### src/rtl/wb_dma_pkg.sv
// Shared types and constants for the Wishbone RAM DMA initiator:
// FSM encoding, RAM select decode, word-address mask and default timeout.
package wb_dma_pkg;

    typedef enum logic [2:0] {
        ST_IDLE,
        ST_FETCH,
        ST_REQ,
        ST_DRAIN,
        ST_FIN
    } state_t;

    localparam logic [3:0] CYC_RAM0 = 4'b0001;
    localparam logic [3:0] CYC_RAM1 = 4'b0010;
    localparam logic [3:0] CYC_RAM2 = 4'b0100;
    localparam logic [3:0] CYC_RAM3 = 4'b1000;

    localparam logic [8:0] WORD_MASK = 9'h1FF;

    localparam int unsigned DEF_TIMEOUT_CYCLES = 16;

    function automatic logic [3:0] ram_cyc(input logic [1:0] sel);
        case (sel)
            2'd0:    return CYC_RAM0;
            2'd1:    return CYC_RAM1;
            2'd2:    return CYC_RAM2;
            default: return CYC_RAM3;
        endcase
    endfunction

endpackage

### src/rtl/wb_ram_dma_master.sv
// Wishbone initiator moving word blocks between local valid/ready streams
// and the four 512x32 RAM windows using single classic cycles.
module wb_ram_dma_master
    import wb_dma_pkg::*;
#(
    parameter int unsigned ADDRWIDTH      = 11,
    parameter int unsigned DATAWIDTH      = 32,
    parameter int unsigned LENWIDTH       = 10,
    parameter int unsigned TIMEOUT_CYCLES = DEF_TIMEOUT_CYCLES
) (
    input  logic                 WBs_CLK_i,
    input  logic                 WBs_RST_n_i,
    input  logic                 cmd_valid_i,
    output logic                 cmd_ready_o,
    input  logic                 cmd_write_i,
    input  logic [1:0]           cmd_ram_i,
    input  logic [ADDRWIDTH-1:0] cmd_addr_i,
    input  logic [LENWIDTH-1:0]  cmd_len_i,
    output logic [ADDRWIDTH-1:0] WBm_ADR_o,
    output logic [3:0]           WBm_RAM_CYC_o,
    output logic                 WBm_STB_o,
    output logic                 WBm_WE_o,
    output logic [3:0]           WBm_BYTE_STB_o,
    output logic [DATAWIDTH-1:0] WBm_DAT_o,
    input  logic [DATAWIDTH-1:0] WBm_RAM0_DAT_i,
    input  logic [DATAWIDTH-1:0] WBm_RAM1_DAT_i,
    input  logic [DATAWIDTH-1:0] WBm_RAM2_DAT_i,
    input  logic [DATAWIDTH-1:0] WBm_RAM3_DAT_i,
    input  logic                 WBm_ACK_i,
    output logic [DATAWIDTH-1:0] rd_data_o,
    output logic                 rd_valid_o,
    input  logic                 rd_ready_i,
    input  logic [DATAWIDTH-1:0] wr_data_i,
    input  logic                 wr_valid_i,
    output logic                 wr_ready_o,
    output logic                 busy_o,
    output logic                 done_o,
    output logic                 err_o
);

    localparam int unsigned TW = $clog2(TIMEOUT_CYCLES + 1);

    state_t                 state, state_next;
    logic                   write_q;
    logic [1:0]             ram_q;
    logic [ADDRWIDTH-1:0]   addr_q;
    logic [LENWIDTH-1:0]    remaining;
    logic [DATAWIDTH-1:0]   wdat_q;
    logic [DATAWIDTH-1:0]   rdat_q;
    logic                   rvalid_q;
    logic                   err_q;
    logic [TW-1:0]          tcnt;

    logic                   accept;
    logic                   stb;
    logic                   ack_take;
    logic                   timeout;
    logic                   last_word;
    logic [DATAWIDTH-1:0]   ram_rdata;

    always_comb begin
        unique case (ram_q)
            2'd0:    ram_rdata = WBm_RAM0_DAT_i;
            2'd1:    ram_rdata = WBm_RAM1_DAT_i;
            2'd2:    ram_rdata = WBm_RAM2_DAT_i;
            default: ram_rdata = WBm_RAM3_DAT_i;
        endcase
    end

    assign accept    = (state == ST_IDLE) && cmd_valid_i;
    // A read only strobes while the holding register can take the next word.
    assign stb       = (state == ST_REQ) && (write_q || !rvalid_q || rd_ready_i);
    assign ack_take  = stb && WBm_ACK_i;
    assign timeout   = stb && !WBm_ACK_i && (tcnt == TW'(TIMEOUT_CYCLES - 1));
    assign last_word = (remaining == LENWIDTH'(1));

    always_ff @(posedge WBs_CLK_i or negedge WBs_RST_n_i) begin
        if (!WBs_RST_n_i) state <= ST_IDLE;
        else              state <= state_next;
    end

    always_comb begin
        state_next     = state;
        cmd_ready_o    = 1'b0;
        wr_ready_o     = 1'b0;
        busy_o         = 1'b1;
        done_o         = 1'b0;
        WBm_RAM_CYC_o  = '0;
        WBm_STB_o      = 1'b0;
        WBm_WE_o       = 1'b0;
        WBm_BYTE_STB_o = '0;
        unique case (state)
            ST_IDLE: begin
                cmd_ready_o = 1'b1;
                busy_o      = 1'b0;
                if (cmd_valid_i) begin
                    if (cmd_len_i == '0)  state_next = ST_FIN;
                    else if (cmd_write_i) state_next = ST_FETCH;
                    else                  state_next = ST_REQ;
                end
            end
            ST_FETCH: begin
                wr_ready_o = 1'b1;
                if (wr_valid_i) state_next = ST_REQ;
            end
            ST_REQ: begin
                WBm_RAM_CYC_o  = ram_cyc(ram_q);
                WBm_BYTE_STB_o = '1;
                WBm_STB_o      = stb;
                WBm_WE_o       = stb && write_q;
                if (timeout) begin
                    state_next = ST_FIN;
                end else if (ack_take) begin
                    if (last_word)    state_next = write_q ? ST_FIN : ST_DRAIN;
                    else if (write_q) state_next = ST_FETCH;
                end
            end
            ST_DRAIN: begin
                if (!rvalid_q || rd_ready_i) state_next = ST_FIN;
            end
            ST_FIN: begin
                done_o     = 1'b1;
                state_next = ST_IDLE;
            end
            default: state_next = ST_IDLE;
        endcase
    end

    always_ff @(posedge WBs_CLK_i or negedge WBs_RST_n_i) begin
        if (!WBs_RST_n_i) begin
            write_q   <= 1'b0;
            ram_q     <= '0;
            addr_q    <= '0;
            remaining <= '0;
            wdat_q    <= '0;
            rdat_q    <= '0;
            rvalid_q  <= 1'b0;
            err_q     <= 1'b0;
            tcnt      <= '0;
        end else begin
            if (accept) begin
                write_q   <= cmd_write_i;
                ram_q     <= cmd_ram_i;
                addr_q    <= cmd_addr_i;
                remaining <= cmd_len_i;
                err_q     <= 1'b0;
                tcnt      <= '0;
            end
            if ((state == ST_FETCH) && wr_valid_i) wdat_q <= wr_data_i;
            if (ack_take) begin
                remaining   <= remaining - LENWIDTH'(1);
                addr_q[8:0] <= (addr_q[8:0] + 9'd1) & WORD_MASK;
                tcnt        <= '0;
            end else if (timeout) begin
                err_q <= 1'b1;
                tcnt  <= '0;
            end else if (stb) begin
                tcnt <= tcnt + TW'(1);
            end
            // Capture wins over consumption; an abort discards any held word.
            if (timeout) begin
                rvalid_q <= 1'b0;
            end else if (ack_take && !write_q) begin
                rvalid_q <= 1'b1;
                rdat_q   <= ram_rdata;
            end else if (rd_ready_i) begin
                rvalid_q <= 1'b0;
            end
        end
    end

    assign WBm_ADR_o  = addr_q;
    assign WBm_DAT_o  = wdat_q;
    assign rd_data_o  = rdat_q;
    assign rd_valid_o = rvalid_q;
    assign err_o      = err_q;

endmodule

### config.mk
export PLATFORM = sky130hd
export DESIGN_NAME = wb_ram_dma_master
export DESIGN_NICKNAME = d
export VERILOG_FILES = /design/src/rtl/wb_dma_pkg.sv /design/src/rtl/wb_ram_dma_master.sv
export SDC_FILE = /design/constraint.sdc
export NUM_CORES = 1
export LEC_CHECK = 0
export BUFFER_PORTS_ARGS = -buffer_cell sky130_fd_sc_hd__buf_2
export CAP_MARGIN = 15
export CELL_PAD_IN_SITES_DETAIL_PLACEMENT = 2
export CELL_PAD_IN_SITES_GLOBAL_PLACEMENT = 2
export CORE_UTILIZATION = 29
export CTS_BUF_LIST = sky130_fd_sc_hd__clkbuf_4 sky130_fd_sc_hd__clkbuf_8 sky130_fd_sc_hd__clkbuf_16
export DETAILED_ROUTE_END_ITERATION = 12
export MAX_ROUTING_LAYER = met4
export PLACE_DENSITY = 0.95
export SKIP_LAST_GASP = 1
export SLEW_MARGIN = 20
export SYNTH_ARGS = -nofsm -noshare
export SYNTH_HDL_FRONTEND = slang
export SYNTH_SLANG_ARGS = --single-unit
### constraint.sdc
create_clock -name WBs_CLK_i -period 3.8 [get_ports WBs_CLK_i]
set_clock_uncertainty 0.05 [all_clocks]
set_input_delay 0.76 -clock WBs_CLK_i [delete_from_list [all_inputs] [get_ports WBs_CLK_i]]
set_output_delay 0.76 -clock WBs_CLK_i [all_outputs]
set_load 0.03 [all_outputs]
==> results.ini <==
[power]
p_sw_frac=0.471
p_seq_frac=0.302
pwr-share-comb=0.529
leakage_nw=3.40
total_power_mw=6.45
powerDensity_nw_per_um2=899
switchingPower_mw=3.04
p_int_mw=3.41
p_clk_frac=0.169
peakVddDrop_mv=0.425

[timing]
final.setup.tns_ps=0
final-hold-violation-count=0
whs_ps=431
post-route-period-util=0.852
timing.slew.headroom=0.340
maxSlewViolCount=0
setup_violations=0
fin_crit_ps=3240
rsz0062_at_grt=no
setup_slack_ps=563
fmax_mhz=309
tightest_slew_ps=985

[detailed_routing]
drc=0
drt_iter0_markers=168
drtPass1Iterations=4
wl_per_cell_um=23.1
num_vias=4793
routed_wirelength_mm=21.2
postRouteAntennaNets=0
vias_per_cell=5.22

[layout]
area_growth_pct=37.0
fin_cells=919
fillers=1881
seqCellArea_um2=2450
final_layout_size_suffix_gt1_frac=0.536
finalNetCount=882
fin_util=0.411
final_area_um2=7180
multi_input_area_um2=2560

[floorplanning]
core_region_area_um2=17500
rows=48
die_x_um=136
initial_utilization=0.300
die_area_um2=18600
chipHeight_um=136
pin_count=281

[synthesis]
syn_area_um2=5240
ys_async_sr_fraction=1.00
synth_top_area_cell=dfrtp_1
yosysUniqueCellTypes=56
postSynthCellCount=419
synth.avg_cell_area_um2=12.5
synth_area_leaders=dfrtp_1 47%, mux4_2 14%, mux2_1 9.0%
yosysSeqAreaShare=0.468
ys_ff_latch=98
synth-main-ff-cell=dfrtp_1
synth_top_area_share=0.468
syn_nets=614
synth_edf_count=0
yosysWarningCount=0

[global_routing]
grt_pass1_wl_mm=31.2
grt_max_degree=69
antenna_found_initial=0
grt_pass1_vias=5362
grt_usage=0.237
grt-ovfl-total=0

[clocking]
clk_path_buf_depth=2
numCtsBuffers=9
cts_tree=yes
hold_buffers=0
cts-resized-gates=0
clk_pin_slew_worst_paths_ps=80
post_cts_buffers=0
root_buffer=clkbuf_16
h-tree-depth=3
insertion_delay_ps=360
cts_sinks=98

[worst_hold_path]
min_path_cells=2
min_path_type=flop to flop

[setup_path]
startpoint_type=flop
critPathKind=flop to output pin
reg2reg_depth=5
crit_arrival_ps=2430
cp_max_fo=16
cp.required_ps=2990
crit_path_end_kind=output pin

[place]
dp_slack_ps=962
dp_cells=901
place.gp.congestion=0.802
dp_hpwl_mm=16.9
post_dp_cell_area_um2=6820
port_buffers=280

[outcome]
run_status=complete, no violations

[job]
drv_cap=0

==> area by class of cell <==
class | count | area share
multi-input combinational | 274 | 0.357
sequential | 98 | 0.342
timing repair buffer | 288 | 0.204
tap | 225 | 0.0392
clock buffer | 9 | 0.0314
clock inverter | 7 | 0.0173
inverter | 16 | 0.00837
antenna | 2 | 0.000697
==> cells by family after synthesis <==
kind of cell | share of synthesized area
compound gates | 0.0891
mux | 0.277
buf+inv | 0.0439
fa+ha+maj | 0.0119
simple gates | 0.110
flops | 0.468
==> path summary, 6_finish.rpt <==
kind,start,endpoint,slack (ps)
setup / recovery,state[1],WBm_STB_o,560
hold / removal,WBm_ADR_o[9],WBm_ADR_o[9],430
setup reg to reg,state[1],WBm_ADR_o[4],960
hold reg to reg,WBm_ADR_o[9],WBm_ADR_o[9],430
max in group asynchronous,WBs_RST_n_i,rd_data_o[10],2420
min in group asynchronous,WBs_RST_n_i,WBm_DAT_o[14],460
==> state kept, by name, summed over array words and instances (netlist names) <==
signal and count:
rd_valid_o 1, tcnt 5, err_o 1, WBm_DAT_o 32, state 3, ram_q 2
remaining 10, rd_data_o 32, write_q 1, WBm_ADR_o 11
==> per-layer routing <==
| layer | share of wire | wire length (µm) | GRT usage |
|---|---|---|---|
| met5 | 0 | 0 | - |
| met2 | 0.55 | 11700 | 0.437 |
| met4 | 0.036 | 767 | 0.103 |
| met1 | 0.36 | 7640 | 0.242 |
| met3 | 0.056 | 1180 | 0.0447 |
==> synth_stat cells, types with 5 or more instances <==
cell type and instances:
dfrtp_1 98, mux2_1 42, mux4_2 32, nand2_1 30, mux2_2 23, a21oi_1 17
nor2_1 16, inv_1 14, nand3_1 11, o21ai_1 11, buf_2 10, clkbuf_1 10
nor3_1 10, ha_1 5, nor3b_1 5
==> worst max-delay path, cell delays in order, from the launching register on <==
cell,delay (ps)
dfrtp_1,610
or3b_1,590
inv_2,310
nand2_1,200
inv_2,130
buf_2,220
==> placed cells by master, fill, tap and decap left out, types with 3 or more instances in the layout <==
cell         n
o21ai_1     11
inv_1       14
nor3_1      10
bufinv_16    3
mux2_1      42
mux2_2      23
o32ai_1      4
nand2_1     30
or3b_1       3
buf_4        9
a21oi_1     17
mux4_2      32
and3_1       3
buf_2      279
nor4_1       4
nand4_1      3
a31oi_1      4
o31ai_1      3
nor3b_1      5
clkbuf_16    9
nand3_1     11
dfrtp_1     97
nor2_1      16
ha_1         5
or3_1        4
a221o_1      4
==> power groups by stage <==
| stage | Combinational [mW] | Clock, mW | Sequential, mW |
|---|---|---|---|
| after global routing | 3.63 | 1.15 | 2.02 |
| final | 3.41 | 1.09 | 1.95 |
| after floorplan | 1.61 | 0 | 2.63 |
| after detailed placement | 3.43 | 0 | 1.97 |
| after global placement | 3.27 | 0 | 1.90 |
| after CTS | 3.46 | 1.11 | 1.96 |
Power figures use the tool's default switching activity.
